$ cat src/rtl/rev_counter_pkg.sv
// rtl/rev_counter_pkg.sv - shared constants and width helper for the reversible counter
package rev_counter_pkg;

  localparam logic       DIR_UP   = 1'b0;
  localparam logic       DIR_DOWN = 1'b1;
  localparam logic [3:0] HEX_MAX  = 4'hF;
  localparam logic [3:0] BCD_MAX  = 4'd9;

  // Bits needed to hold 0..n-1, never less than one.
  function automatic int cnt_width(input int n);
    int w;
    w = 1;
    while ((w < 31) && ((1 << w) < n)) w++;
    return w;
  endfunction

endpackage

$ cat src/rtl/rev_counter_n_tick_prescaler.sv
// rtl/rev_counter_n_tick_prescaler.sv - enable-pulse generator, one pulse every TICK_DIV enabled cycles
module tick_prescaler
  import rev_counter_pkg::*;
#(
  parameter int TICK_DIV = 50_000_000
) (
  input  logic clk,
  input  logic rst_n,
  input  logic en,
  input  logic clr,
  output logic tick
);

  localparam int            PW   = cnt_width(TICK_DIV);
  localparam logic [PW-1:0] LAST = PW'(TICK_DIV - 1);
  localparam logic [PW-1:0] ONE  = PW'(1);

  logic [PW-1:0] count;

  assign tick = en && (count == LAST);

  // Holding on en=0 keeps the partially elapsed period instead of restarting it.
  always_ff @(posedge clk or negedge rst_n) begin
    if (!rst_n) begin
      count <= '0;
    end else if (clr) begin
      count <= '0;
    end else if (en) begin
      count <= (count == LAST) ? '0 : count + ONE;
    end
  end

endmodule

$ cat src/rtl/rev_counter_n.sv
// rtl/rev_counter_n.sv - multi-digit hex/BCD up/down counter with load, pause and terminal-count pulse
module rev_counter_n
  import rev_counter_pkg::*;
#(
  parameter int DIGITS      = 4,
  parameter int BCD         = 0,
  parameter int TICK_DIV    = 50_000_000,
  parameter int SYNC_STAGES = 2
) (
  input  logic                clk,
  input  logic                rst_n,
  input  logic                en,
  input  logic                dir,
  input  logic                load,
  input  logic [4*DIGITS-1:0] load_val,
  output logic [4*DIGITS-1:0] cnt,
  output logic                tc,
  output logic                dir_led,
  output logic                tick
);

  localparam int         W    = 4 * DIGITS;
  localparam logic [3:0] DMAX = (BCD != 0) ? BCD_MAX : HEX_MAX;

  logic [SYNC_STAGES-1:0] dir_sync;
  logic                   step;
  logic                   down;
  logic [DIGITS:0]        ripple;
  logic [W-1:0]           next_cnt;
  logic [W-1:0]           load_clamped;
  logic [W-1:0]           cnt_q;
  logic                   tick_q;
  logic                   tc_q;

  always_ff @(posedge clk or negedge rst_n) begin
    if (!rst_n) begin
      dir_sync <= '0;
    end else begin
      dir_sync <= {dir_sync[SYNC_STAGES-2:0], dir};
    end
  end

  assign dir_led = dir_sync[SYNC_STAGES-1];
  assign down    = (dir_led != DIR_UP);

  tick_prescaler #(
    .TICK_DIV (TICK_DIV)
  ) u_prescaler (
    .clk   (clk),
    .rst_n (rst_n),
    .en    (en),
    .clr   (load),
    .tick  (step)
  );

  // ripple[i] is the carry (up) or borrow (down) entering digit i; digit 0 always steps.
  assign ripple[0] = 1'b1;

  for (genvar i = 0; i < DIGITS; i++) begin : g_digit
    logic [3:0] cur;
    logic [3:0] nxt;
    logic [3:0] raw;
    logic       co;

    assign cur = cnt_q[4*i +: 4];
    assign raw = load_val[4*i +: 4];

    always_comb begin
      nxt = cur;
      co  = 1'b0;
      if (ripple[i]) begin
        if (down) begin
          if (cur == 4'd0) begin
            nxt = DMAX;
            co  = 1'b1;
          end else begin
            nxt = cur - 4'd1;
          end
        end else begin
          if (cur >= DMAX) begin
            nxt = 4'd0;
            co  = 1'b1;
          end else begin
            nxt = cur + 4'd1;
          end
        end
      end
    end

    assign ripple[i+1]          = co;
    assign next_cnt[4*i +: 4]   = nxt;
    assign load_clamped[4*i +: 4] = ((BCD != 0) && (raw > BCD_MAX)) ? BCD_MAX : raw;
  end

  // A carry/borrow out of the top digit is exactly the all-max <-> zero wrap.
  always_ff @(posedge clk or negedge rst_n) begin
    if (!rst_n) begin
      cnt_q  <= '0;
      tick_q <= 1'b0;
      tc_q   <= 1'b0;
    end else if (load) begin
      cnt_q  <= load_clamped;
      tick_q <= 1'b0;
      tc_q   <= 1'b0;
    end else begin
      tick_q <= step;
      tc_q   <= step && ripple[DIGITS];
      if (step) begin
        cnt_q <= next_cnt;
      end
    end
  end

  assign cnt  = cnt_q;
  assign tick = tick_q;
  assign tc   = tc_q;

endmodule

$ cat config.mk
export PLATFORM = sky130hd
export DESIGN_NAME = rev_counter_n
export DESIGN_NICKNAME = d
export VERILOG_FILES = /design/src/rtl/rev_counter_pkg.sv /design/src/rtl/rev_counter_n_tick_prescaler.sv /design/src/rtl/rev_counter_n.sv
export SDC_FILE = /design/constraint.sdc
export NUM_CORES = 1
export LEC_CHECK = 0
export ABC_CLOCK_PERIOD_IN_PS = 4400
export CAP_MARGIN = 20
export CORE_UTILIZATION = 35
export CTS_CLUSTER_DIAMETER = 120
export DETAILED_ROUTE_END_ITERATION = 6
export DONT_BUFFER_PORTS = 1
export PLACE_DENSITY_LB_ADDON = 0.3
export SLEW_MARGIN = 20
export SYNTH_ARGS = -nofsm -noshare
export SYNTH_HDL_FRONTEND = slang
export SYNTH_SLANG_ARGS = --single-unit
$ cat constraint.sdc
create_clock -name clk -period 4.4 [get_ports clk]
set_clock_uncertainty 0.05 [all_clocks]
set_input_delay 0.44 -clock clk [delete_from_list [all_inputs] [get_ports clk]]
set_output_delay 0.44 -clock clk [all_outputs]
set_load 0.1 [all_outputs]
# Word level (Yosys, flattened, before mapping)
# Index checks and enable logic that the tools add are counted.
[totals] regBits=46 mem_count=0 in_bits=21 latchBits=0 rom_bits=0 ram_bits=0 word_cells=73 out_inout_bits=19
[op_classes] div=0 order_cmp=4 reduce_logical=14 eq_ne=1 mul=0 bitwise_logic=0 add_sub_neg=9 n_shift=0 n_mux=37
[op_table] cell="$mux W26" n=3
[op_table] cell="$mux W4" n=15
[op_table] cell="$mux W16" n=2
[op_table] cell="$add A26 B1 Y26 const B" n=1
[op_table] cell="$eq A26 B26 Y1 const B" n=1
[op_table] cell="$mux W1" n=17
[op_table] cell="$add A4 B1 Y4 const B" n=4
[op_table] cell="$ge A4 B4 Y1 const B" n=4
[op_table] cell="$logic_not A4 Y1" n=4
[op_table] cell="$sub A4 B1 Y4 const B" n=4
[op_table] cell="$reduce_bool A2 Y1" n=5
[op_table] cell="$reduce_and A2 Y1" n=3
[op_table] cell="$logic_and A1 B1 Y1" n=2

# Longest topological paths before layout
[logic_depth] word_depth=8 depth_mapped=7 mapped_depth_nobuf=7

# Cells and area by module
# A second synthesis with hierarchy kept.
[hier_totals] cells_unflattened=329 hier_area_um2=2951.6
[modules_own_cells] mod="tick_prescaler" area_each_um2=1551.5 n_inst=1 cells_each=173 seq_area_each_um2=650.6
[modules_own_cells] mod="rev_counter_n" area_each_um2=1400.1 n_inst=1 cells_each=156 seq_area_each_um2=500.5

# Worst setup path after synthesis
# Ideal clock, no wire load.
[synth_timing] kind="register -> register" startpoint="register cnt_q[0], in the netlist cnt[0]" endpoint="register cnt_q[8], in the netlist cnt[8]" setup_ps=83 n_path_buf=0 period_less_slack_ps=2608 arrival_ps=2475 path_stages_with_launch=8 required_ps=4267 setup_slack_ps=1792 cell_sequence="dfrtp_1 -> inv_1 -> ha_1 -> or3b_4 -> mux2i_4 -> o2111a_2 -> mux2_2 -> o21ai_0"
[synth_via] elab_chain_len=6 elab_cells_between_ends=8 classes_between="order compare (1); mux (4); reduce/logical (3)"
[synth_rtl] item="from (decl)" line_no="rev_counter_n.sv:31" rtl="logic [W-1:0] cnt_q;"
[synth_rtl] item="from (signal assigned)" line_no="rev_counter_n.sv:102" rtl="cnt_q <= load_clamped;"
[synth_rtl] item="from (signal assigned)" line_no="rev_counter_n.sv:109" rtl="cnt_q <= next_cnt;"
[synth_rtl] item="$ge A4 B4 Y1 / $logic_not A4 Y1 (equally long branches)" line_no="rev_counter_n.sv:80, rev_counter_n.sv:73"
[synth_rtl] item="$mux W1, on equally long branches" line_no="rev_counter_n.sv:80, rev_counter_n.sv:73"
[synth_rtl] item="$mux W1 *" line_no="rev_counter_n.sv:72" rtl="if (down) begin"
[synth_rtl] item="$mux W1 *" line_no="rev_counter_n.sv:71" rtl="if (ripple[i]) begin"
[synth_rtl] item="$reduce_bool A2 Y1 (no line) *"
[synth_rtl] item="$reduce_and A2 Y1 (no line) *"
# Every way passes the cells marked *; elsewhere a longest branch is shown, timed or not.
# A chain may end at the register's enable or synchronous reset.

# Worst setup path after layout
[layout_timing] startpoint="register cnt_q[0], in the netlist cnt[0]" endpoint="register cnt_q[13], in the netlist cnt[13]"
[layout_via] elab_chain_len=7 elab_cells_between_ends=9 classes_between="order compare (1); mux (5); reduce/logical (3)"
[layout_rtl] item="$ge A4 B4 Y1 / $logic_not A4 Y1 (equally long branches)" line_no="rev_counter_n.sv:80, rev_counter_n.sv:73"
[layout_rtl] item="$mux W1, on equally long branches" line_no="rev_counter_n.sv:80, rev_counter_n.sv:73"
[layout_rtl] item="$mux W1 *" line_no="rev_counter_n.sv:72"
[layout_rtl] item="$mux W1 * (2 in series)" line_no="rev_counter_n.sv:71"
[layout_rtl] item="$reduce_bool A2 Y1 (no line) *"
[layout_rtl] item="$reduce_and A2 Y1 (no line) *"
# Marked as above.

==> results.cfg <==
[synth]
synth-main-ff-cell = dfrtp_1
synth_fa_ha_area_share_pct = 3.77
synthArstFlopShare_pct = 100
synth_warnings = 0
yosysSeqAreaShare_pct = 38.5
synth_area_leaders = dfrtp_1, xnor2_1, ha_1
synth_edf_count = 0
syn_inst = 329
postSynthRegisterBits = 46
synth.area.mux_share_pct = 6.40
synth_compound_area_share_pct = 13.8
post_synth.cell_area_avg_sq_um = 9.09
synth_cell_types = 56
synth-xor-area-share_pct = 7.62
syn_area_sq_um = 2990
synth.net_count = 359
yosysTopAreaCell = dfrtp_1
synth_top_family_by_area = simple AND/OR/NAND/NOR gates
synth_top_area_share_pct = 38.5
yosys.area_share.simple_pct = 26.2

[detailed_routing]
routedWlPerCell_um = 15.5
ant_nets = 0
via_count = 2440
wl_mm = 6.68
vias_per_cell = 5.66
drc = 0
dr.pass1.iters = 4
drt_iter0_drc = 157

[sta]
fin_crit_ps = 2820
rsz0062_at_grt = no
relSlewSlack_pct = 24.8
fmax_mhz = 355
tns_ps = 0
worst_slew_pin_slew_ps = 1130
fin_crit_sh_pct = 64.0
setup_viol = 0
hold_viol_final = 0
final_max_slew_viol_count = 0

[clocking]
cts_sinks = 46
cts_buffers = 5
root_buffer = clkbuf_8
cts_buffer_depth = 2
cts.htree.levels = 2
clkSlewWorstSetupHoldPaths_ps = 100
cts_resized = 0
cts_tree = done
clkLatencyLatePin_ps = 310

[floorplan]
ios = 40
fp.dieH_um = 94.4
initial_core_util_pct = 36.2
die_w_um = 94.4
rows = 33
die-area_sq_um = 8920
core-area_sq_um = 8260

[status]
status = completed

[setup_path]
worst_setup_path_end_kind = flip-flop
cp-start-kind = flip-flop
cp.required_ps = 4560
critPathMaxFanout = 7
crit_type = flip-flop to flip-flop
crit_arrival_ps = 2970

[placement]
placed_cells = 421
finalWeightedCongestion = 0.821
place_hpwl_mm = 4.65
io_buffer_count = 0

[global_route]
grt_max_degree = 47
grt_pass1_wl_mm = 11.1
antenna_found_initial = 0
grt_pass1_vias = 2400
overflow = 0
grtUsageTotal_pct = 15.8

[min_path]
hp-class = input pin to flip-flop

[final_layout]
area_delta_synth_final_pct = 8.49
fin_nets = 355
mostFrequentLayoutCell = dfrtp_1
drive_gt1_share_pct = 7.36
num-fill-cells = 836
final_cells = 431
mostFrequentLayoutCells = dfrtp_1, nor2_1, nand2_1
antenna_cells = 0

[run]
maxCapViolCount = 0

[pwr]
pwr_density_cell_nw_per_um2 = 339
p_leak_uw = 0.00135
max-vdd-ir-drop_mv = 0.144
repair_timing:
| action | 4_1_cts | 5_1_grt |
|---|---|---|
| hold buffers | 2 | 0 |
| setup buffers | 0 | 0 |
| endpoints found under the hold margin | 46 | 0 |
synthesized netlist by cell type (all sizes together), types with 2 or more instances:
cell and number:
dfrtp 46, nor2 29, nand2 25, o21ai 21, a21oi 17, inv 14, nand3 14, xnor2 14
xor2 12, buf 11, mux2i 10, ha 9, nor3 9, and3 8, nand4 8, and4 7
mux2 7, nand2b 5, nor4 5, nor4b 5, and2 4, o311ai 4, a22oi 3, a31oi 3
nor2b 3, o31ai 3, a21o 2, and4b 2, clkbuf 2, nand4b 2, nor4bb 2, o211ai 2
or3 2, or3b 2
final timing paths:
check / from / endpoint / slack (ps) / cells after the start
max: cnt[0] / cnt[13] / 1580 / 7
min: dir / dir_sync[0] / 110 / 0
max reg2reg: cnt[0] / cnt[13] / 1580 / 7
min reg2reg: dir_sync[0] / dir_sync[1] / 320 / 0
max in group asynchronous: rst_n / u_prescaler.count[22] / 3480 / 2
min in group asynchronous: rst_n / cnt[10] / 590 / 2
worst max-delay path, cell delays in order (launching register included):
cell and delay, ps:
dfrtp_1 800, inv_1 290, ha_1 210, or3b_4 400
mux2i_4 190, nor4b_4 450, mux2i_1 250, o21ai_1 80
metrics by stage:
stage               utilization [%]  hold slack [ps]  total power [uW]  setup slack (ps)  instance area (sq um)
finish                         39.3              105              1100              1580                   3240
global route                   39.3             83.9              1150              1350                   3240
CTS                            39.3             97.0              1110              1590                   3240
detailed placement             37.1             95.4               705              1600                   3060
global placement               37.1             95.4               701              1660                   3060
floorplan                         -             94.4               684              1790                   2990
cell families after synthesis:
group / after synthesis
multiplexers: 17
flip-flops: 46
adder cells (fa/ha/maj): 9
AO/OA/AOI/OAI: 66
AND/OR/NAND/NOR: 138
XOR/XNOR: 26
buffers and inverters: 27
final cells by class:
cell class	instances	area, sq um	area share (%)
multi-input combinational	256	1730	53.3
timing repair buffer	2	37.5	1.16
clock buffer	6	82.6	2.55
inverter	14	52.6	1.62
tap	105	131	4.05
sequential	46	1150	35.5
clock inverter	2	60.1	1.85
power by group:
part | total (uW) | internal (uW) | leakage (uW) | switching, uW
clock network | 392 | 242 | 0.0000714 | 150
logic | 118 | 58.1 | 0.000678 | 60.2
registers | 590 | 438 | 0.000602 | 152
registers in the layout (all words and copies together), names as in the netlist:
register / count
u_prescaler.count: 26
dir_sync: 2
tc: 1
tick: 1
cnt: 16
per-layer routing:
metal  GRT usage (%)  share of wire [%]
met1            19.1                 45
met2            27.8                 49
met3            3.46                5.2
met4            4.87                1.0
met5               0                  0
Note: power is estimated with default switching activity, not from simulation.
